--- config.mk ---
export PLATFORM = sky130hd
export DESIGN_NAME = lcd_rx_monitor
export DESIGN_NICKNAME = d
export VERILOG_FILES = /design/src/rtl/lcd_rx_pkg.sv /design/src/rtl/lcd_rx_bound_det.sv /design/src/rtl/lcd_rx_monitor.sv
export SDC_FILE = /design/constraint.sdc
export NUM_CORES = 1
export LEC_CHECK = 0
export ABC_AREA = 1
export BUFFER_PORTS_ARGS = -buffer_cell sky130_fd_sc_hd__buf_2
export CAP_MARGIN = 40
export CORE_MARGIN = 8
export CORE_UTILIZATION = 40
export DETAILED_ROUTE_END_ITERATION = 8
export GPL_TIMING_DRIVEN = 0
export PLACE_DENSITY = 0.63
export REMOVE_ABC_BUFFERS = 1
export SYNTH_ARGS = -nofsm -noshare
export SYNTH_HDL_FRONTEND = slang
export SYNTH_SLANG_ARGS = --single-unit
--- constraint.sdc ---
create_clock -name lcd_clk -period 1.9 [get_ports lcd_clk]
set_input_delay 0.19 -clock lcd_clk [delete_from_list [all_inputs] [get_ports lcd_clk]]
set_output_delay 0.19 -clock lcd_clk [all_outputs]
set_load 0.03 [all_outputs]
--- src/rtl/lcd_rx_pkg.sv ---
// Shared types and constants for the LCD RGB receive monitor.
// Coordinates are 11 bits wide and saturate rather than wrap.
package lcd_rx_pkg;

  localparam int COORD_W      = 11;
  localparam int H_ACTIVE_DEF = 800;
  localparam int V_ACTIVE_DEF = 480;

  localparam logic [COORD_W-1:0] COORD_MAX = '1;

  typedef enum logic {
    WAIT_FRAME = 1'b0,
    IN_FRAME   = 1'b1
  } rx_state_e;

  function automatic logic [COORD_W-1:0] sat_inc(input logic [COORD_W-1:0] v);
    return (v == COORD_MAX) ? v : v + 1'b1;
  endfunction

endpackage

--- src/rtl/lcd_rx_bound_det.sv ---
// Edge detection on the registered DE/VS inputs plus the DE-low run counter.
// Pulses are combinational from registered values so they align with stage 1.
module lcd_rx_bound_det
  import lcd_rx_pkg::*;
#(
  parameter bit USE_VS     = 1'b1,
  parameter bit VS_POL     = 1'b0,
  parameter int IDLE_FRAME = 2000
) (
  input  logic clk,
  input  logic rst_n,
  input  logic i_de,
  input  logic i_vs,
  output logic o_de_rise,
  output logic o_de_fall,
  output logic o_boundary
);

  localparam logic [15:0] IDLE_LAST = 16'(IDLE_FRAME - 1);

  logic        r_de_prev;
  logic        r_vs_prev;
  logic [15:0] r_idle_cnt;
  logic        w_vs_edge;
  logic        w_idle_hit;

  // r_idle_cnt holds the number of consecutive DE-low cycles before the current one
  always_ff @(posedge clk or negedge rst_n) begin
    if (!rst_n) begin
      r_de_prev  <= 1'b0;
      r_vs_prev  <= 1'b0;
      r_idle_cnt <= '0;
    end else begin
      r_de_prev <= i_de;
      r_vs_prev <= i_vs;
      if (i_de)
        r_idle_cnt <= '0;
      else if (r_idle_cnt != 16'hFFFF)
        r_idle_cnt <= r_idle_cnt + 16'd1;
    end
  end

  assign o_de_rise  = i_de & ~r_de_prev;
  assign o_de_fall  = ~i_de & r_de_prev;
  assign w_vs_edge  = (i_vs == VS_POL) && (r_vs_prev != VS_POL);
  assign w_idle_hit = ~i_de && (r_idle_cnt == IDLE_LAST);
  assign o_boundary = USE_VS ? w_vs_edge : w_idle_hit;

endmodule

--- src/rtl/lcd_rx_monitor.sv ---
// Receive monitor for the LCD RGB parallel interface: re-emits pixels with
// coordinates and measures line/frame geometry against the panel size.
module lcd_rx_monitor
  import lcd_rx_pkg::*;
#(
  parameter int H_ACTIVE   = H_ACTIVE_DEF,
  parameter int V_ACTIVE   = V_ACTIVE_DEF,
  parameter bit USE_VS     = 1'b1,
  parameter bit VS_POL     = 1'b0,
  parameter int IDLE_FRAME = 2000
) (
  input  logic                lcd_clk,
  input  logic                sys_rst_n,
  input  logic                lcd_hs,
  input  logic                lcd_vs,
  input  logic                lcd_de,
  input  logic [23:0]         lcd_rgb,
  output logic                rx_valid,
  output logic [23:0]         rx_data,
  output logic [COORD_W-1:0]  rx_xpos,
  output logic [COORD_W-1:0]  rx_ypos,
  output logic                frame_start,
  output logic [COORD_W-1:0]  line_len,
  output logic [COORD_W-1:0]  frame_lines,
  output logic                err_hlen,
  output logic                err_vlen,
  output logic                locked,
  output logic [15:0]         frame_cnt
);

  localparam logic [COORD_W-1:0] H_LEN = COORD_W'(H_ACTIVE);
  localparam logic [COORD_W-1:0] V_LEN = COORD_W'(V_ACTIVE);

  logic               r_hs_s1;
  logic               r_vs_s1;
  logic               r_de_s1;
  logic [23:0]        r_rgb_s1;
  rx_state_e          r_state;
  logic [COORD_W-1:0] r_x;
  logic [COORD_W-1:0] r_y;
  logic               r_herr;

  logic               w_de_rise;
  logic               w_de_fall;
  logic               w_boundary;
  logic               w_hs_unused;
  logic [COORD_W-1:0] w_x_cur;
  logic               w_line_end;
  logic [COORD_W-1:0] w_line_len;
  logic               w_line_bad;
  logic [COORD_W-1:0] w_y_end;
  logic               w_herr_end;

  lcd_rx_bound_det #(
    .USE_VS     (USE_VS),
    .VS_POL     (VS_POL),
    .IDLE_FRAME (IDLE_FRAME)
  ) u_bound_det (
    .clk        (lcd_clk),
    .rst_n      (sys_rst_n),
    .i_de       (r_de_s1),
    .i_vs       (r_vs_s1),
    .o_de_rise  (w_de_rise),
    .o_de_fall  (w_de_fall),
    .o_boundary (w_boundary)
  );

  assign w_hs_unused = r_hs_s1;

  // A boundary while DE is high closes a partial line (current pixel included),
  // which always counts as a bad line; a same-cycle DE fall is closed first.
  assign w_x_cur    = w_de_rise ? '0 : r_x;
  assign w_line_end = (r_state == IN_FRAME) & (w_de_fall | (w_boundary & r_de_s1));
  assign w_line_len = w_de_fall ? r_x : sat_inc(w_x_cur);
  assign w_line_bad = w_de_fall ? (r_x != H_LEN) : 1'b1;
  assign w_y_end    = w_line_end ? sat_inc(r_y) : r_y;
  assign w_herr_end = r_herr | (w_line_end & w_line_bad);

  always_ff @(posedge lcd_clk or negedge sys_rst_n) begin
    if (!sys_rst_n) begin
      r_hs_s1     <= 1'b0;
      r_vs_s1     <= 1'b0;
      r_de_s1     <= 1'b0;
      r_rgb_s1    <= '0;
      r_state     <= WAIT_FRAME;
      r_x         <= '0;
      r_y         <= '0;
      r_herr      <= 1'b0;
      rx_valid    <= 1'b0;
      rx_data     <= '0;
      rx_xpos     <= '0;
      rx_ypos     <= '0;
      frame_start <= 1'b0;
      line_len    <= '0;
      frame_lines <= '0;
      err_hlen    <= 1'b0;
      err_vlen    <= 1'b0;
      locked      <= 1'b0;
      frame_cnt   <= '0;
    end else begin
      // stage 1: pin capture
      r_hs_s1  <= lcd_hs;
      r_vs_s1  <= lcd_vs;
      r_de_s1  <= lcd_de;
      r_rgb_s1 <= lcd_rgb;
      // stage 2: pixel stream, line and frame bookkeeping
      rx_valid    <= (r_state == IN_FRAME) & r_de_s1;
      rx_data     <= r_rgb_s1;
      rx_xpos     <= w_x_cur;
      rx_ypos     <= r_y;
      frame_start <= w_boundary;
      case (r_state)
        WAIT_FRAME: begin
          if (w_boundary)
            r_state <= IN_FRAME;
        end
        IN_FRAME: begin
          if (r_de_s1)
            r_x <= sat_inc(w_x_cur);
          if (w_line_end) begin
            line_len <= w_line_len;
            r_y      <= w_y_end;
            r_herr   <= w_herr_end;
            r_x      <= '0;
          end
          if (w_boundary) begin
            frame_lines <= w_y_end;
            err_hlen    <= w_herr_end;
            err_vlen    <= (w_y_end != V_LEN);
            locked      <= ~w_herr_end & (w_y_end == V_LEN);
            frame_cnt   <= frame_cnt + 16'd1;
            r_herr      <= 1'b0;
            r_y         <= '0;
            r_x         <= '0;
          end
        end
      endcase
    end
  end

endmodule
==> results.yml <==
routing:
  ant_nets: 0
  dr.pass1.iters: 5
  dr_total_vias: 4322
  routed_wl_mm: 13.8
  wl_per_cell_um: 15.3
  drc: 0
  drt_iter0_drc: 325
  viasPerCell: 4.80
clock_tree:
  cts_buffers: 17
  h-tree-depth: 4
  clk_latency_ns: 0.42
  cts.sinks: 141
  clock_path_buffers: 2
  clockRootBuffer: "clkbuf_16"
  cts_tree: "done"
  clkTransAtPathRegs_ns: 0.06
setup_path:
  slowest_delay_ns: 0.41
  rr_worst_depth: 11
  crit_buf_inv: 2
  cp_num_cells: 11
  cp_common_cell: "nor2_4"
  critical_path.top_delay_family: "simple AND/OR/NAND/NOR gates"
  endpoint_kind: "register"
  required_ns: 2.20
  r2r_setup_slack_ns: 0.09
  path_max_fanout: 8
  cp.arrival_ns: 2.10
  critical_path_class: "register to register"
  cp_slowest_cell: "dfrtp_2"
  path_cells: "inv_2 > nor2_4 > nor2_4 > ha_4 > nand3_4 > nor3_4 > buf_6 > nand2_4 > nand3_2 > o21ai_1 > nand2_1"
  crit_path_start_kind: "register"
cells_and_area:
  antenna_cells: 0
  multi_input_area_um2: 1790
  final_area_um2: 7540
  regArea_um2: 3540
  n_fill_cell: 1120
  nets: 744
  drive_above_1_share_pct: 31.2
  synthToLayoutAreaGrowth_pct: 39.8
logic_synthesis:
  synth-edff-count: 0
  synth-simple-area-share_pct: 18.6
  yosysMostFrequentCell: "dfrtp_1"
  synth_xor_area_share_pct: 3.09
  synth_common_cells: "dfrtp_1 (141), nand2_1 (123), inv_1 (60)"
  synthMuxAreaShare_pct: 0
  synthTopCellsByArea: "dfrtp_1 (65%), nand2_1 (8.6%), inv_1 (4.2%), nand3_1 (3.2%), o21ai_0 (3.1%)"
  syn_inst: 534
  ys_types: 33
  synthAdderAreaFrac_pct: 0.696
  ys_ff_latch: 141
  synth_compound_area_share_pct: 6.71
  yosys.area.top_type: "dfrtp_1"
  synth_top_area_share_pct: 65.4
  syn_avg_cell_area_um2: 10.1
  synth_area_um2: 5390
  ys.flop_type: "dfrtp_1"
  async_reset_ff_share_pct: 100
  ys_seq_area_share_pct: 65.4
  ys_warn_count: 0
  synth_top_family_by_area: "simple AND/OR/NAND/NOR gates"
global_route:
  grt_max_degree: 80
  grt_overflow: 0
  track_usage_pct: 15.8
  grt_pass1_vias: 4408
  antenna_found_initial: 0
  grt_pass1_wl_mm: 22.2
die:
  die_h_um: 132
  ios: 118
  start_util_pct: 40.9
  row_count: 42
  core_um2: 13200
  dieWidth_um: 132
  dieArea_um2: 17400
timing:
  setup_viol: 0
  tns_ns: 0
  worstMarginPinSlew_ns: 0.877
  period_needed_ns: 1.81
  rsz0062_at_grt: "true"
  finalHoldViolations: 0
  period_share_pct: 95.1
  fmax_mhz: 554
  relSlewSlack_pct: 41.3
  skew_ns: 0.00957
  finalMaxSlewViolations: 0
place:
  place_area_um2: 6170
  hpwl_mm: 8.74
  port_buffers: 116
  gp_congestion: 0.851
job:
  max_cap_viol_count: 0
status:
  status: "complete, no violations"
worst_hold_path:
  hp-class: "primary input to async pin"
pwr:
  ir_drop_uv: 594
  power.density_nw_per_um2: 1090
  p_leak_nw: 3.82
  total_power_mw: 8.19
==> area by class of cell <==
type                       count  share of cell area [%]
clock buffer                  21                    6.24
clock inverter                11                    2.81
inverter                      64                    3.22
multi-input combinational    320                    23.7
sequential                   141                    46.9
tap                          176                    2.92
timing repair buffer         168                    14.2
==> registers in the layout, summed over array words and instances, names as in the netlist, 11 cells and up <==
signal and count:
frame_cnt 16, r_x 11, line_len 11, frame_lines 11, r_y 11, rx_data 24, rx_xpos 11, r_rgb_s1 24
rx_ypos 11
==> placed cells by master, fill, tap and decap left out, types with 2 or more instances in the layout <==
cell,count
bufinv_16,6
xnor2_1,11
nand4_1,11
inv_1,58
nor2_4,9
dlygate4sd3_1,27
nand2_1,119
nand3_1,31
buf_4,23
xor2_1,8
o21ai_1,8
inv_2,5
clkbuf_16,17
nand3_2,2
clkbuf_8,3
o22ai_1,10
clkinv_2,3
dfrtp_1,135
nand2_4,6
a21oi_2,4
o21ai_2,2
o21ai_0,28
a21oi_1,8
nor2_1,35
a211oi_1,2
nand2_8,2
buf_2,115
nor2_2,5
buf_6,2
nand2_2,3
nor3_1,2
nor3_4,2
dfrtp_2,6
==> per-layer routing <==
layer,global-route usage (%),wire length (um),vias to the layer above
met2,24.5,6490,147
met1,19.6,6090,2081
met4,7.40,237,0
met5,0,0,-
li1,-,-,2073
met3,5.22,979,21
==> worst reg2reg max path, cell delays in order (launching register included) <==
cell     delay [ns]
dfrtp_2        0.41
inv_2          0.07
nor2_4         0.28
nor2_4         0.08
ha_4           0.18
nand3_4        0.10
nor3_4         0.04
buf_6          0.13
nand2_4        0.11
nand3_2        0.09
o21ai_1        0.13
nand2_1        0.06
==> through the flow <==
stage | utilization [%] | hold slack (ns) | setup slack (ns) | instances
global route | 57.1 | 0.349 | -0.0251 | 901
global placement | 46.5 | 0.298 | -1.19 | 814
detailed placement | 46.8 | 0.215 | -0.647 | 815
floorplan | - | -0.106 | -0.0220 | 522
finish | 57.1 | 0.344 | 0.0936 | 901
CTS | 55.3 | 0.347 | 0.0120 | 884
==> kinds of logic (layout without fill, tap and decap cells) <==
kind of cell	Yosys count	count (layout)
xor+xnor	19	19
flops	141	141
fa+ha+maj	3	3
buf+inv	76	264
compound gates	66	66
simple gates	229	232
==> final timing paths <==
kind                              start      endpoint
min                           sys_rst_n  r_rgb_s1[14]
min in group lcd_clk       r_rgb_s1[13]   rx_data[13]
max                             r_de_s1   line_len[9]
max reg2reg                     r_de_s1   line_len[9]
max in group asynchronous     sys_rst_n        r_y[0]
min reg2reg                r_rgb_s1[13]   rx_data[13]
==> report_power, final <==
part | switching [mW] | total [mW] | internal (mW)
registers | 0.129 | 3.33 | 3.20
logic | 0.756 | 1.10 | 0.343
clock network | 1.19 | 3.75 | 2.56
==> what timing repair did <==
action,4_1_cts,5_1_grt
buffers inserted,9,15
endpoints found under the setup margin,55,30
hold buffers,27,0
hold endpoints to repair,88,0
pin swaps,7,12
cloned,1,2
gates resized for setup,26,32
Note: power is estimated with default switching activity, not from simulation.
